[src/rtl/bowling_pkg.sv]
// bowling_pkg: shared sizes, pin/score types and scorer FSM states
package bowling_pkg;
    localparam int MAX_ROLLS   = 21;
    localparam int NUM_FRAMES  = 10;
    localparam int STRIKE_PINS = 10;
    localparam int PIN_W       = 4;
    localparam int SCORE_W     = 9;
    typedef logic [PIN_W-1:0]   pin_t;
    typedef logic [SCORE_W-1:0] score_t;
    typedef enum logic [1:0] {IDLE, SCORING, DONE} state_t;
endpackage

[src/rtl/bowling_frame_eval.sv]
// bowling_frame_eval: points and roll advance for one frame from its three candidate rolls
module bowling_frame_eval
    import bowling_pkg::*;
(
    input  pin_t       a,
    input  pin_t       b,
    input  pin_t       c,
    output logic [4:0] frame_points,
    output logic [1:0] idx_step
);
    logic [4:0] ab;
    logic       strike;
    logic       spare;
    // strike takes two bonus rolls, spare takes one, open frame just sums its two rolls
    always_comb begin
        ab           = 5'(a) + 5'(b);
        strike       = a == PIN_W'(STRIKE_PINS);
        spare        = ab == 5'(STRIKE_PINS);
        frame_points = strike ? 5'(STRIKE_PINS) + 5'(b) + 5'(c) :
                       spare  ? 5'(STRIKE_PINS) + 5'(c) : ab;
        idx_step     = strike ? 2'd1 : 2'd2;
    end
endmodule

[src/rtl/bowling_scorer.sv]
// bowling_scorer: records up to 21 rolls and scores the game one frame per clock on request
module bowling_scorer
    import bowling_pkg::*;
(
    input  logic               clock,
    input  logic               reset,
    input  logic               roll,
    input  logic               calculate_score,
    input  logic [PIN_W-1:0]   pin_count,
    output logic [SCORE_W-1:0] score
);
    localparam logic [5:0] LIM        = 6'(MAX_ROLLS);
    localparam logic [3:0] LAST_FRAME = 4'(NUM_FRAMES - 1);
    state_t     state, next_state;
    pin_t       rolls [MAX_ROLLS];
    logic [4:0] roll_count;
    logic [4:0] idx;
    logic [3:0] frame;
    score_t     acc;
    pin_t       pin_in, a, b, c;
    logic [5:0] i0, i1, i2;
    logic [4:0] frame_points;
    logic [1:0] idx_step;
    logic       capture;
    // clamp over-range pin counts and fetch the frame's rolls, reading past the end as zero
    always_comb begin
        pin_in  = (pin_count > PIN_W'(STRIKE_PINS)) ? PIN_W'(STRIKE_PINS) : pin_count;
        capture = state == IDLE && roll && {1'b0, roll_count} < LIM;
        i0      = {1'b0, idx};
        i1      = i0 + 6'd1;
        i2      = i0 + 6'd2;
        a       = (i0 < LIM) ? rolls[i0[4:0]] : '0;
        b       = (i1 < LIM) ? rolls[i1[4:0]] : '0;
        c       = (i2 < LIM) ? rolls[i2[4:0]] : '0;
    end
    bowling_frame_eval u_eval (
        .a            (a),
        .b            (b),
        .c            (c),
        .frame_points (frame_points),
        .idx_step     (idx_step)
    );
    // roll storage: only written while idle, saturating at a full game
    always_ff @(posedge clock) begin
        if (reset) begin
            for (int i = 0; i < MAX_ROLLS; i++) rolls[i] <= '0;
            roll_count <= '0;
        end else if (capture) begin
            rolls[roll_count] <= pin_in;
            roll_count        <= roll_count + 5'd1;
        end
    end
    // FSM state register
    always_ff @(posedge clock) begin
        if (reset) state <= IDLE;
        else       state <= next_state;
    end
    // next state: a scoring run always completes, and DONE waits for the request to drop
    always_comb begin
        next_state = state;
        case (state)
            IDLE:    next_state = calculate_score ? SCORING : IDLE;
            SCORING: next_state = (frame == LAST_FRAME) ? DONE : SCORING;
            DONE:    next_state = calculate_score ? DONE : IDLE;
            default: next_state = IDLE;
        endcase
    end
    // scoring walk: the start edge clears, each scoring cycle adds one frame
    always_ff @(posedge clock) begin
        if (reset) begin
            acc   <= '0;
            frame <= '0;
            idx   <= '0;
        end else if (state == IDLE && calculate_score) begin
            acc   <= '0;
            frame <= '0;
            idx   <= '0;
        end else if (state == SCORING) begin
            acc   <= acc + SCORE_W'(frame_points);
            frame <= frame + 4'd1;
            idx   <= idx + 5'(idx_step);
        end
    end
    assign score = acc;
endmodule

[config.mk]
export PLATFORM = sky130hd
export DESIGN_NAME = bowling_scorer
export DESIGN_NICKNAME = d
export VERILOG_FILES = /design/src/rtl/bowling_pkg.sv /design/src/rtl/bowling_frame_eval.sv /design/src/rtl/bowling_scorer.sv
export SDC_FILE = /design/constraint.sdc
export NUM_CORES = 1
export LEC_CHECK = 0
export BUFFER_PORTS_ARGS = -buffer_cell sky130_fd_sc_hd__buf_2
export CORE_UTILIZATION = 40
export CTS_CLUSTER_SIZE = 16
export DETAILED_ROUTE_END_ITERATION = 8
export GPL_ROUTABILITY_DRIVEN = 0
export PLACE_DENSITY = 0.58
export SETUP_SLACK_MARGIN = 0.2
export SYNTH_ARGS = -nofsm -noshare
export SYNTH_HDL_FRONTEND = slang
export SYNTH_SLANG_ARGS = --single-unit
export TNS_END_PERCENT = 10
[constraint.sdc]
create_clock -name clock -period 15 [get_ports clock]
set_clock_uncertainty 0.1 [all_clocks]
set_input_delay 2.25 -clock clock [delete_from_list [all_inputs] [get_ports clock]]
set_output_delay 2.25 -clock clock [all_outputs]
set_load 0.005 [all_outputs]
Word level (Yosys, flattened, before mapping)

Memories as Yosys holds them, arrays and structs flattened. A register that Yosys moved wholly into a read port is not among the register bits.
Cells that the tools add are included.

Add/subtract/negate cells: 10
Order comparisons: 5
Equality and inequality tests: 5
Mux-type cells: 21
Reduce and logical (&&, ||, !) cells: 6

Operators by type and width:

| kind                                                       | count |
|---|---|
| 2-to-1 mux 5 bit                                           | 5 |
| 2-to-1 mux 4 bit                                           | 5 |
| less-than comparator 6 x 5 -> 1 bit, second input constant | 2 |
| adder 4 x 4 -> 5 bit, first input constant                 | 2 |
| less-than comparator 5 bit, second input constant          | 2 |
| adder 9 x 5 -> 9 bit                                       | 1 |
| == test 4 bit, second input constant                       | 2 |
| 2-to-1 mux 1 bit                                           | 7 |
| adder 5 x 1 -> 6 bit, second input constant                | 1 |
| adder 5 x 2 -> 6 bit, second input constant                | 1 |
| 2-to-1 mux 2 bit                                           | 3 |
| case mux 2 bit (3 select lines)                            | 1 |
| adder 4 x 4 -> 5 bit                                       | 1 |
| adder 5 x 1 -> 5 bit, second input constant                | 1 |
| adder 5 x 2 -> 5 bit                                       | 1 |
| adder 5 x 4 -> 5 bit                                       | 1 |
| == test 5 x 4 -> 1 bit, second input constant              | 1 |
| adder 4 x 1 -> 4 bit, second input constant                | 1 |
| > comparator 4 bit, second input constant                  | 1 |
| OR reduction 4 bit                                         | 1 |
| logical AND 1 bit                                          | 3 |
| == test 2 x 1 -> 1 bit, second input constant              | 1 |
| == test 2 bit, second input constant                       | 1 |
| zero test 2 bit                                            | 1 |
| OR reduction 2 bit                                         | 1 |

Bits in registers: 25
Bits in writable memories: 84
Input bits: 8
Output and inout port bits: 9
Word-level logic and storage cells: 53
Memories: 1

Memory list:

| name  | depth | bits a word | rd ports | clocked after Yosys merged registers in | write ports | line                 | RTL |
|---|---|---|---|---|---|---|---|
| rolls | 21    | 4           | 3        | 1                                       | 21          | bowling_scorer.sv:15 | `pin_t rolls [MAX_ROLLS];` |

Longest topological paths before layout

Gate-level depths: netlist of run 1.

Depth in word-level cells: 8
Gate-level depth with buffers: 28

Hierarchy

From an unflattened synthesis of run 1, not the netlist that was laid out.

Cells, all modules: 741
Area, all modules: 9281.4 µm²

By module, submodules not included:

| module             | instances | cells an instance | area each (µm²) | sequential area each (µm²) |
|---|---|---|---|---|
| bowling_scorer     | 1         | 677               | 8792.2          | 4444.3 |
| bowling_frame_eval | 1         | 64                | 489.2           | 0.0 |

Least setup slack after synthesis of run 1

Ideal clock, no wire load.

Path type: reg2reg
Start: register idx[0]
End: register acc[6] (netlist: score[6])
Setup time: 0.128 ns
Arrival: 5.860 ns
Required time: 14.772 ns
Setup slack: 8.912 ns
Cell stages (with the launch flop): 28
Path buffers: 5
Cell sequence: dfxtp_1 buf_4 buf_6 buf_6 inv_1 ha_1 clkbuf_1 clkbuf_1 mux4_2 mux2_2 a32oi_1 nor2_1 ha_1 fa_1 xor2_1 nor4bb_1 mux2i_1 nor2_1 a21o_1 mux2_4 ha_1 fa_1 a21o_1 a21oi_1 nor2b_1 o211ai_1 xor2_1 nor2_1

Cells in the longest elaborated chain, start to end: 8

Ends and longest elaborated chain:

| element                                                                      | line                     | RTL |
|---|---|---|
| start: declaration                                                           | bowling_scorer.sv:17     | `logic [4:0] idx;` |
| start signal: assignment                                                     | bowling_scorer.sv:81     | `idx <= idx + 5'(idx_step);` |
| parallel branches: the longest is 6 deep, another holds adder 5 x 1 -> 6 bit | --                       |  |
| 2-to-1 mux 5 bit *                                                           | bowling_frame_eval.sv:19 | `frame_points = strike ? 5'(STRIKE_PINS) + 5'(b) + 5'(c) :` |
| adder 9 x 5 -> 9 bit *                                                       | bowling_scorer.sv:79     | `acc <= acc + SCORE_W'(frame_points);` |
| end signal: assignment                                                       | bowling_scorer.sv:79     |  |
| end: declaration                                                             | bowling_scorer.sv:19     | `score_t acc;` |

Mark *: on every way between the ends.
A chain may end at the register's enable or synchronous reset.

Final worst setup path of run 1

Start: register idx[0]
End: register acc[8] (netlist: score[8])

Same word-level chain as after synthesis.

==> key figures, run 1 <==
Power and ir drop
  • Gate power share: 0.135
  • Static leakage: 3.830 nW
  • Pwr Density: 104.8 nW/µm²
  • Clk pwr share: 0.395
  • Worst VDD drop: 0.00006138 V
  • Sw Ratio: 0.2533
  • Sw Pwr: between 200 and 300 µW
  • Cell Int Power: just over 800 µW
  • Flop pwr share: 0.470

Drt
  • DRC violations left: 0
  • Vias/cell: roughly 5.7
  • Routed Antenna Nets: 0
  • Detailed-route via count: 6169
  • Initial DRC Count: 536
  • Routed WL per cell: slightly above 20 µm
  • DRT Wirelength: about 22 mm
  • Drt pass-1 iters: 5

Synth
  • Syn avg cell area: 12.69 µm²
  • Share of Yosys cell area claimed by the top area cell type: 0.4110
  • Top post-synthesis cells by area: edfxtp_1 41%, mux4_2 17%, dfxtp_1 6.4%
  • Ys flop type: edfxtp_1
  • Synthesized area: 9353 µm²
  • Number of flops mapped to enable cells by yosys: 128
  • Largest area contributor in the netlist: edfxtp_1
  • Mapped Cells: 737
  • Yosys reg bits: 158
  • Yosys warns: 0
  • Sequential area share after synthesis: 0.4752
  • Distinct cells, synth: 61
  • FFs w/ async S/R, synth: 0
  • Top-count cell post-synth: edfxtp_1
  • Most frequent cells after synthesis: 128 x edfxtp_1, 118 x nor2_1, 70 x mux4_2

Cells and area
  • Area growth from synthesis to layout: 10.10%
  • Layout cells sized above 1: 0.1710
  • Fin nets: ~800
  • Non-Filler Instances: 1085
  • Ant. Diodes: 0

Global routing
  • Largest net degree at the start of global routing: 56
  • Most Crowded Layer GR: met2
  • Met2 GRT Util: 0.3202
  • GRT Overall Usage: 0.1967
  • First-pass GRT wire length: around 35 mm
  • Remaining Overflow, GRT: 0
  • Met1 usage: 0.2594
  • Met3 track demand over resource: 0.04513
  • Vias in the first global route: approximately 6200
  • Initial antenna violation count: 0

Worst setup path
  • Crit path max fanout: 55
  • Worst EP required: 15.19 ns
  • Critical Path Start Type: register
  • Setup crit end kind: register
  • Setup CP Type: register to register
  • Worst Path Arrival: 7.09 ns

Floorplanning
  • Die span in x: 154.9 µm
  • Num rows: 55
  • Core ar.: between 20000 and 25000 µm²
  • Die ar.: between 20000 and 25000 µm²
  • Top-Level Pins: 17
  • Die Height: 154.9 µm
  • Initial Util: 0.4106

Clocking
  • Clock transition at the registers of the reported paths: approximately 0.06 ns
  • Clk buf depth: 2
  • Quantity of gates resized following cts: 0
  • CTS root buf: clkbuf_16
  • Clock sink count: about 160
  • CTS tree: yes
  • Hold_buf cts: 0
  • Later-pin clock latency in the skew report: ~0.43 ns
  • Total CTS buffers: 17
  • CTS H-tree lvls: 4
  • Postcts setup bufs: 0

STA
  • FMAX: 145.0 MHz
  • Endpoints failing hold: 0
  • RSZ-0062 raised after global routing: false
  • Slew Limit Fails: 0
  • Min Clock Period, post-route: roughly 6.9 ns
  • Total negative slack: 0 ns
  • Final setup viols: 0
  • Fin crit share: 0.4597
  • Slew @ Worst Pin: 1.087 ns
  • Slew margin rel.: 0.2752

Run status
  • Status: complete, no violations

Placed design
  • Dpl cells: 1053
  • Post-DP HPWL: 16.08 mm
  • Port bufs: 16

Hold path
  • Hold crit path type: register to register

Run
  • Max_cap viols: 0
==> metrics by stage <==
stage          hold slack [ns]  instance area [µm²]  setup WS, ns  total power, mW  utilization
2_1_floorplan           0.3650                 9469         8.912           0.6225            -
3_3_place_gp            0.3617                 9723         8.403           0.6560       0.4269
3_5_place_dp            0.3696                 9723         8.132           0.6623       0.4269
4_1_cts                 0.3791                10300         8.099            1.087       0.4521
5_1_grt                 0.4131                10300         7.513            1.121       0.4521
6_report                0.3759                10300         8.104            1.080       0.4521
==> routing by layer <==
layer  share of wire  routed length, µm
met5               0                  0
met3           0.072               1584
met2            0.48              10480
met1            0.43               9399
met4           0.019                418
==> final timing paths <==
| kind | start | end | slack [ns] | cells past startpoint |
|---|---|---|---|---|
| setup / recovery | idx[0] | score[8] | 8.10 | 23 |
| hold / removal | score[3] | score[3] | 0.38 | 2 |
| setup reg to reg | idx[0] | score[8] | 8.10 | 23 |
| hold reg to reg | score[3] | score[3] | 0.38 | 2 |
==> placed cells by master, fill, tap and decap left out, drive strengths merged, types with 3 or more instances in the layout <==
master    instances
xor2             13
and2              4
a21o              8
or3               4
nand3b            3
nand2            64
clkbuf           20
mux2i            31
nand4             3
ha               30
fa                4
nor4              3
o22ai             3
edfxtp          128
o21ai            11
nor2            118
inv              20
nor3b             9
a32o              4
clkinvlp          3
a21oi            24
mux4             80
nand2b           23
and3b             3
buf              23
or4               3
nand3             9
conb             32
nor3             10
xnor2            10
dfxtp            30
mux2              5
clkinv            5
==> critical path, cell delays in order, from the launching register on <==
cell and delay (ns):
dfxtp_4 0.93, inv_1 0.19, ha_1 1.07, mux4_2 0.42, mux2i_1 0.18, nand2_1 0.09
a32oi_1 0.21, nor2_1 0.09, ha_1 0.22, fa_1 0.42, xor2_1 0.30, nor4bb_1 0.10
mux2i_1 0.28, nor2_1 0.11, a21o_1 0.18, mux2_4 0.25, ha_1 0.21, fa_1 0.41
a21o_1 0.18, a21oi_1 0.23, nor2b_1 0.08, o211ai_1 0.26, or3_1 0.16, a21oi_1 0.06
==> final cells by class <==
type / count / area, µm²
Clock buffer: 20 / 436.7
Inverter: 18 / 67.56
Sequential cell: 158 / 4449
Clock inverter: 12 / 137.6
Timing Repair Buffer: 23 / 132.6
Multi-Input combinational cell: 541 / 4682
Fill cell: 2060 / 12480
Tap cell: 313 / 391.6
==> cell families after synthesis <==
family | share of synthesized area
other | 0.0004010
adder cells (fa/ha/maj) | 0.04870
flip-flops | 0.4752
AND/OR/NAND/NOR | 0.1312
XOR/XNOR | 0.02234
multiplexers | 0.2363
AO/OA/AOI/OAI | 0.04923
buffers and inverters | 0.03665
==> power groups by stage <==
| stage | registers (mW) | logic [mW] | clock network (mW) |
|---|---|---|---|
| 2_1_floorplan | 0.510 | 0.113 | 0 |
| 3_3_place_gp | 0.516 | 0.140 | 0 |
| 3_5_place_dp | 0.517 | 0.145 | 0 |
| 4_1_cts | 0.508 | 0.146 | 0.433 |
| 5_1_grt | 0.510 | 0.161 | 0.450 |
| 6_report | 0.508 | 0.145 | 0.427 |
==> sequential cells by signal, summed over array words and instances, names as in the netlist, named ones only <==
name	count
frame	4
roll_count	5
score	9
idx	5
state	2
rolls	128
Power figures use the tool's default switching activity.
==> inputs of run 2 (changes only) <==
clock period = 7.15 ns   (was 15 ns; I/O delays follow)
==> run 2 against run 1 <==
- total power increased by 110%
- sequential share of layout area is 0.052 points lower
- cell count is essentially flat
- die area unchanged
- global-route usage shrank 0.11 points
- critical endpoint is now score[6]
- count of clock-buffer cells in the layout decreased by 3
- setup slack worse by 7.2 ns
- sequential cell count stayed put
- routed wire length is 2.0% higher
- critical path depth decreased by 1
- design area up 0.12%
==> key figures, run 2 (same netlist as run 1, synthesis figures left out) <==
Drt
  • Routed WL per cell: 20.54 µm (+1.9%)
  • Vias/cell: 5.700 (+0.25%)
  • Initial DRC Count: 775 (+45%)
  • DRT Wirelength: 22.31 mm (+2.0%)
  • Detailed-route via count: 6190 (+0.34%)
  • Routed Antenna Nets: 0 (unchanged)
  • Drt pass-1 iters: 5 (unchanged)
  • DRC violations left: 0 (unchanged)

Cells and area
  • Ant. Diodes: 0 (unchanged)
  • Layout cells sized above 1: 0.1759 (+0.004953)
  • Commonest non-fill, non-tap cell in the layout: edfxtp_1
  • Commonest non-fill, non-tap cells in the layout: 128 x edfxtp_1, 118 x nor2_1, 70 x mux4_2
  • Fin nets: 802 (+0.12%)
  • Final Cell Area: 10310 µm² (+0.12%)
  • Largest register FFs: 128 (unchanged)
  • Area growth from synthesis to layout: 10.23%
  • Most flops, register: rolls

Power and ir drop
  • Clk pwr share: 0.397 (+0.002)
  • Cell Int Power: 1.665 mW (+110%)
  • Sw Ratio: 0.2666 (+0.01328)
  • Static leakage: 3.849 nW (+0.49%)
  • Sw Pwr: 605.4 µW (+120%)
  • Pwr Density: 220.3 nW/µm² (+110%)
  • Flop pwr share: 0.470 (about the same)
  • Gate power share: 0.133 (-0.002)
  • Worst VDD drop: 0.0001232 V (+100%)

Clocking
  • Clock transition at the registers of the reported paths: 0.06 ns (about the same)
  • Clock sink count: 158 (unchanged)
  • CTS tree: yes
  • CTS H-tree lvls: 4 (unchanged)
  • Clk buf depth: 2 (unchanged)
  • CTS root buf: clkbuf_16
  • Total CTS buffers: 17 (unchanged)
  • Quantity of gates resized following cts: 0 (unchanged)
  • Later-pin clock latency in the skew report: 0.44 ns (about the same)
  • Postcts setup bufs: 0 (unchanged)
  • Hold_buf cts: 0 (unchanged)

STA
  • Slew Limit Fails: 0 (unchanged)
  • Fin crit share: 0.8763 (+0.4165)
  • Slew margin rel.: 0.2267 (-0.04854)
  • Slew @ Worst Pin: 1.157 ns (+0.07030 ns)
  • Total negative slack: 0 ns (unchanged)
  • Final setup viols: 0 (unchanged)
  • Endpoints failing hold: 0 (unchanged)
  • FMAX: 159.6 MHz (+10%)
  • Min Clock Period, post-route: 6.265 ns (-0.6305 ns)
  • RSZ-0062 raised after global routing: false
  • Hold slack: 0.3834 ns (+0.007493 ns)

Worst setup path
  • Setup CP Type: register to register
  • Reg2reg setup slack: 0.88 ns (-7.22 ns)
  • Worst EP required: 7.35 ns (-7.84 ns)
  • R2r worst-path depth: 22 (-4.3%)
  • R2r endpoint: score[6]
  • Critical Path Start Type: register
  • Setup crit end: score[6]
  • Crit path max fanout: 17 (-69%)
  • Setup crit end kind: register
  • Worst Path Arrival: 6.46 ns (-0.63 ns)
  • R2r startpoint: idx[1]
  • CP Launch Point: idx[1]

Floorplanning
  • Die Height: 154.9 µm (unchanged)
  • Die ar.: 24000 µm² (unchanged)
  • Initial Util: 0.4106 (unchanged)
  • Num rows: 55 (unchanged)
  • Top-Level Pins: 17 (unchanged)
  • Die span in x: 154.9 µm (unchanged)
  • Core ar.: 22780 µm² (unchanged)

Hold path
  • Hold crit path type: register to register

Run
  • Max_cap viols: 0 (unchanged)

Run status
  • Status: complete, no violations

Placed design
  • Post-DP HPWL: 16.33 mm (+1.5%)
  • Port bufs: 16 (unchanged)
  • Post-place instance area: 9731 µm² (about the same)

Global routing
  • First-pass GRT wire length: 35.03 mm (-0.82%)
  • Vias in the first global route: 6119 (-1.5%)
  • Remaining Overflow, GRT: 0 (unchanged)
  • Initial antenna violation count: 0 (unchanged)
  • Largest net degree at the start of global routing: 35 (-38%)
  • GRT Overall Usage: 0.1956 (-0.001098)
## run 2: worst min-delay path by stage
stage                     startpoint  endpoint  slack [ns]  cells after the start
final                       score[8]  score[8]        0.38                      2
after detailed placement    score[4]  score[4]        0.37                      2
after global routing        score[7]  score[7]        0.43                      2
after floorplan             score[3]  score[3]        0.36                      2
after global placement      score[4]  score[4]        0.36                      2
after CTS                   score[4]  score[4]        0.38                      2
## run 2: final cells by class
type | instances | area (µm²)
fill | 2045 | 12470
inverter | 18 | 67.56
clock inverter | 15 | 153.9
sequential | 158 | 4449
timing repair buffer | 24 | 140.1
clock buffer | 17 | 425.4
multi-input combinational | 541 | 4682
tap | 313 | 391.6
## run 2: critical path, stage by stage (launching register included)
cell and delay, ns:
dfxtp_1 0.81, ha_1 0.30, xor2_1 0.65, inv_1 0.23
o21ai_0 0.21, nor2_1 0.10, a32oi_1 0.19, nor2_1 0.09
ha_1 0.22, fa_1 0.41, xor2_1 0.21, nor4bb_1 0.32
mux2i_1 0.20, or2_2 0.31, o21ai_0 0.18, mux2i_1 0.16
fa_1 0.47, a21o_1 0.18, a21oi_1 0.22, nor2b_1 0.08
o211ai_1 0.27, xor2_1 0.18, nor2_1 0.05
## run 2: metrics by stage
step | total power, mW | std cells | setup slack (ns) | util
finish | 2.271 | 1086 | 0.8847 | 0.4526
global route | 2.358 | 1086 | 0.3826 | 0.4526
CTS | 2.285 | 1086 | 0.9003 | 0.4526
detailed placement | 1.388 | 1054 | 0.8932 | 0.4272
global placement | 1.377 | 1054 | 1.154 | 0.4272
floorplan | 1.306 | 768 | 1.062 | -
## run 2: power groups by stage
stage / logic [mW] / clock network (mW) / registers [mW]
after floorplan: 0.237 / 0 / 1.07
after global placement: 0.293 / 0 / 1.08
after detailed placement: 0.300 / 0 / 1.09
after CTS: 0.303 / 0.916 / 1.07
after global routing: 0.332 / 0.954 / 1.07
final: 0.302 / 0.901 / 1.07
## run 2: routing by layer
layer | global-route usage | routed length [µm]
met3 | 0.04819 | 1469
met1 | 0.2594 | 9670
met5 | 0.008282 | 0
met4 | 0.06554 | 512
met2 | 0.3138 | 10650
==> inputs of run 3 (changes only) <==
CTS_BUF_LIST = sky130_fd_sc_hd__clkbuf_4   (was default)
==> run 3 against run 2 <==
- routed wire length decreased by 0.19%
- clock power decreased by 39%
- maximum frequency decreased by 0.59%
- total power decreased by 15%
- setup slack got worse by 0.037 ns
- design area decreased by 2.9%
- non-clock buffer count unchanged
- first-iteration DRC count increased by 2.1%
- hold slack improved by 0.011 ns
- critical endpoint unchanged
==> key figures, run 3 (same netlist as run 1, synthesis figures left out) <==
Power and ir drop
  • Clk pwr share: 0.288 (-0.109)
  • Worst VDD drop: 0.00009773 V (-21%)
  • Gate power share: 0.157 (+0.024)
  • Cell Int Power: 1.358 mW (-18%)
  • Sw Ratio: 0.2936 (+0.02697)
  • Flop pwr share: 0.555 (+0.085)
  • Pwr Total: 1.922 mW (-15%)
  • Static leakage: 3.718 nW (-3.4%)
  • Pwr Density: 192.0 nW/µm² (-13%)
  • Sw Pwr: 564.3 µW (-6.8%)

Global routing
  • First-pass GRT wire length: 34.92 mm (-0.32%)
  • Largest net degree at the start of global routing: 35 (unchanged)
  • Remaining Overflow, GRT: 0 (unchanged)
  • GRT Overall Usage: 0.1942 (-0.001378)
  • Initial antenna violation count: 1 (+1)
  • Vias in the first global route: 6081 (-0.62%)

Clocking
  • Clock transition at the registers of the reported paths: 0.15 ns (+0.09 ns)
  • Quantity of gates resized following cts: 0 (unchanged)
  • CTS tree: yes
  • Later-pin clock latency in the skew report: 0.58 ns (+0.14 ns)
  • CTS root buf: clkbuf_4
  • CTS H-tree lvls: 4 (unchanged)
  • Total CTS buffers: 17 (unchanged)
  • Hold_buf cts: 0 (unchanged)
  • Clk buf depth: 2 (unchanged)
  • Postcts setup bufs: 0 (unchanged)
  • Clock sink count: 158 (unchanged)

Floorplanning
  • Core ar.: 22780 µm² (unchanged)
  • Initial Util: 0.4106 (unchanged)
  • Top-Level Pins: 17 (unchanged)
  • Num rows: 55 (unchanged)
  • Die ar.: 24000 µm² (unchanged)
  • Die span in x: 154.9 µm (unchanged)
  • Die Height: 154.9 µm (unchanged)

Cells and area
  • Fill count: 2085 (+2.0%)
  • Commonest non-fill, non-tap cell in the layout: edfxtp_1
  • Final core utilization: 0.4397 (-0.01296)
  • Largest register FFs: 128 (unchanged)
  • Layout cells sized above 1: 0.1759 (unchanged)
  • Area growth from synthesis to layout: 7.077%
  • Final Cell Area: 10010 µm² (-2.9%)
  • Fin nets: 802 (unchanged)
  • Non-Filler Instances: 1087 (+0.092%)
  • Most flops, register: rolls
  • Commonest non-fill, non-tap cells in the layout: 128 x edfxtp_1, 118 x nor2_1, 70 x mux4_2

Hold path
  • Worst Hold End: score[4]
  • Hold crit path type: register to register
  • Hold_sp: score[4]
  • Hold depth: 2 (unchanged)

Worst setup path
  • Crit path largest cell delay: 0.84 ns (+0.03 ns)
  • R2r endpoint: score[6]
  • Worst Path Arrival: 6.66 ns (+0.20 ns)
  • Worst path bufs/invs: 1 (unchanged)
  • Top delay family on crit path: adder cells
  • Worst path cell trace: ha_1, xor2_1, inv_1, o21ai_0, nor2_1, a32oi_1, nor2_1, ha_1, fa_1, xor2_1, nor4bb_1, mux2i_1, nor2_1, a21o_1, mux2_4, ha_1, fa_1, a21o_1, a21oi_1, nor2b_1, o211ai_1, xor2_1, nor2_1
  • Reg2reg setup slack: 0.85 ns (-0.04 ns)
  • Most common cell on crit path: nor2_1
  • Slowest-stage cell, CP: dfxtp_1
  • R2r startpoint: idx[1]
  • Setup crit end kind: register
  • Crit path max fanout: 17 (unchanged)
  • Worst EP required: 7.51 ns (+0.16 ns)
  • Critical Path Start Type: register
  • R2r worst-path depth: 23 (+4.5%)
  • Setup CP Type: register to register

Drt
  • Routed Antenna Nets: 0 (unchanged)
  • DRC violations left: 0 (unchanged)
  • DRT Wirelength: 22.26 mm (-0.19%)
  • Initial DRC Count: 791 (+2.1%)
  • Detailed-route via count: 6227 (+0.60%)
  • Routed WL per cell: 20.48 µm (-0.28%)
  • Drt pass-1 iters: 6 (+1)
  • Vias/cell: 5.729 (+0.51%)

Placed design
  • Dpl cells: 1054 (unchanged)
  • Place WS: 0.8932 ns (unchanged)
  • Post-DP HPWL: 16.33 mm (unchanged)
  • Port bufs: 16 (unchanged)
  • Post-place instance area: 9731 µm² (unchanged)

STA
  • Slew @ Worst Pin: 1.138 ns (-0.01958 ns)
  • FMAX: 158.7 MHz (-0.59%)
  • Min Clock Period, post-route: 6.302 ns (+0.03685 ns)
  • Fin crit share: 0.8814 (+0.005154)
  • Setup WS post-layout: 0.8479 ns (-0.03685 ns)
  • Slew Limit Fails: 0 (unchanged)
  • Hold slack: 0.3945 ns (+0.01113 ns)
  • Total negative slack: 0 ns (unchanged)
  • Slew margin rel.: 0.2398 (+0.01308)
  • Final setup viols: 0 (unchanged)
  • RSZ-0062 raised after global routing: false
  • Endpoints failing hold: 0 (unchanged)

Run status
  • Status: complete, no violations

Run
  • Max_cap viols: 0 (unchanged)
[run 3: worst max path at each step]
stage | startpoint | endpoint | cells past startpoint
floorplan | idx[0] | score[6] | 27
global placement | idx[1] | score[6] | 23
detailed placement | idx[1] | score[6] | 22
CTS | idx[1] | score[6] | 22
global route | idx[1] | score[8] | 22
finish | idx[1] | score[6] | 23
[run 3: tightest hold or removal path, delay by kind of cell, from the launching register on]
family | cells | cell delay [ns]
compound gates | 1 | 0.05
flops | 1 | 0.36
simple gates | 1 | 0.06
[run 3: power by group through the flow]
| stage | registers (mW) | clock network (mW) | logic (mW) |
|---|---|---|---|
| after global routing | 1.07 | 0.595 | 0.332 |
| after floorplan | 1.07 | 0 | 0.237 |
| after global placement | 1.08 | 0 | 0.293 |
| final | 1.07 | 0.554 | 0.302 |
| after CTS | 1.07 | 0.560 | 0.303 |
| after detailed placement | 1.09 | 0 | 0.300 |
[run 3: layout make-up]
| class | instances | area, µm² | share of cell area |
|---|---|---|---|
| well taps | 313 | 391.6 | 0.03911 |
| flip-flops and latches | 158 | 4449 | 0.4443 |
| diodes | 1 | 2.502 | 0.0002499 |
| multi-input cells | 541 | 4682 | 0.4675 |
| repair buffers | 24 | 140.1 | 0.01399 |
| clock inverters | 15 | 153.9 | 0.01537 |
| inverters | 18 | 67.56 | 0.006747 |
| clock buffers | 17 | 127.6 | 0.01274 |
[run 3: metal layers]
layer | global-route usage | part of all wire | wire, µm
met5 | 0 | 0 | 0
met1 | 0.2645 | 0.44 | 9804
met2 | 0.3183 | 0.48 | 10780
met4 | 0.05893 | 0.016 | 363
met3 | 0.03343 | 0.059 | 1318
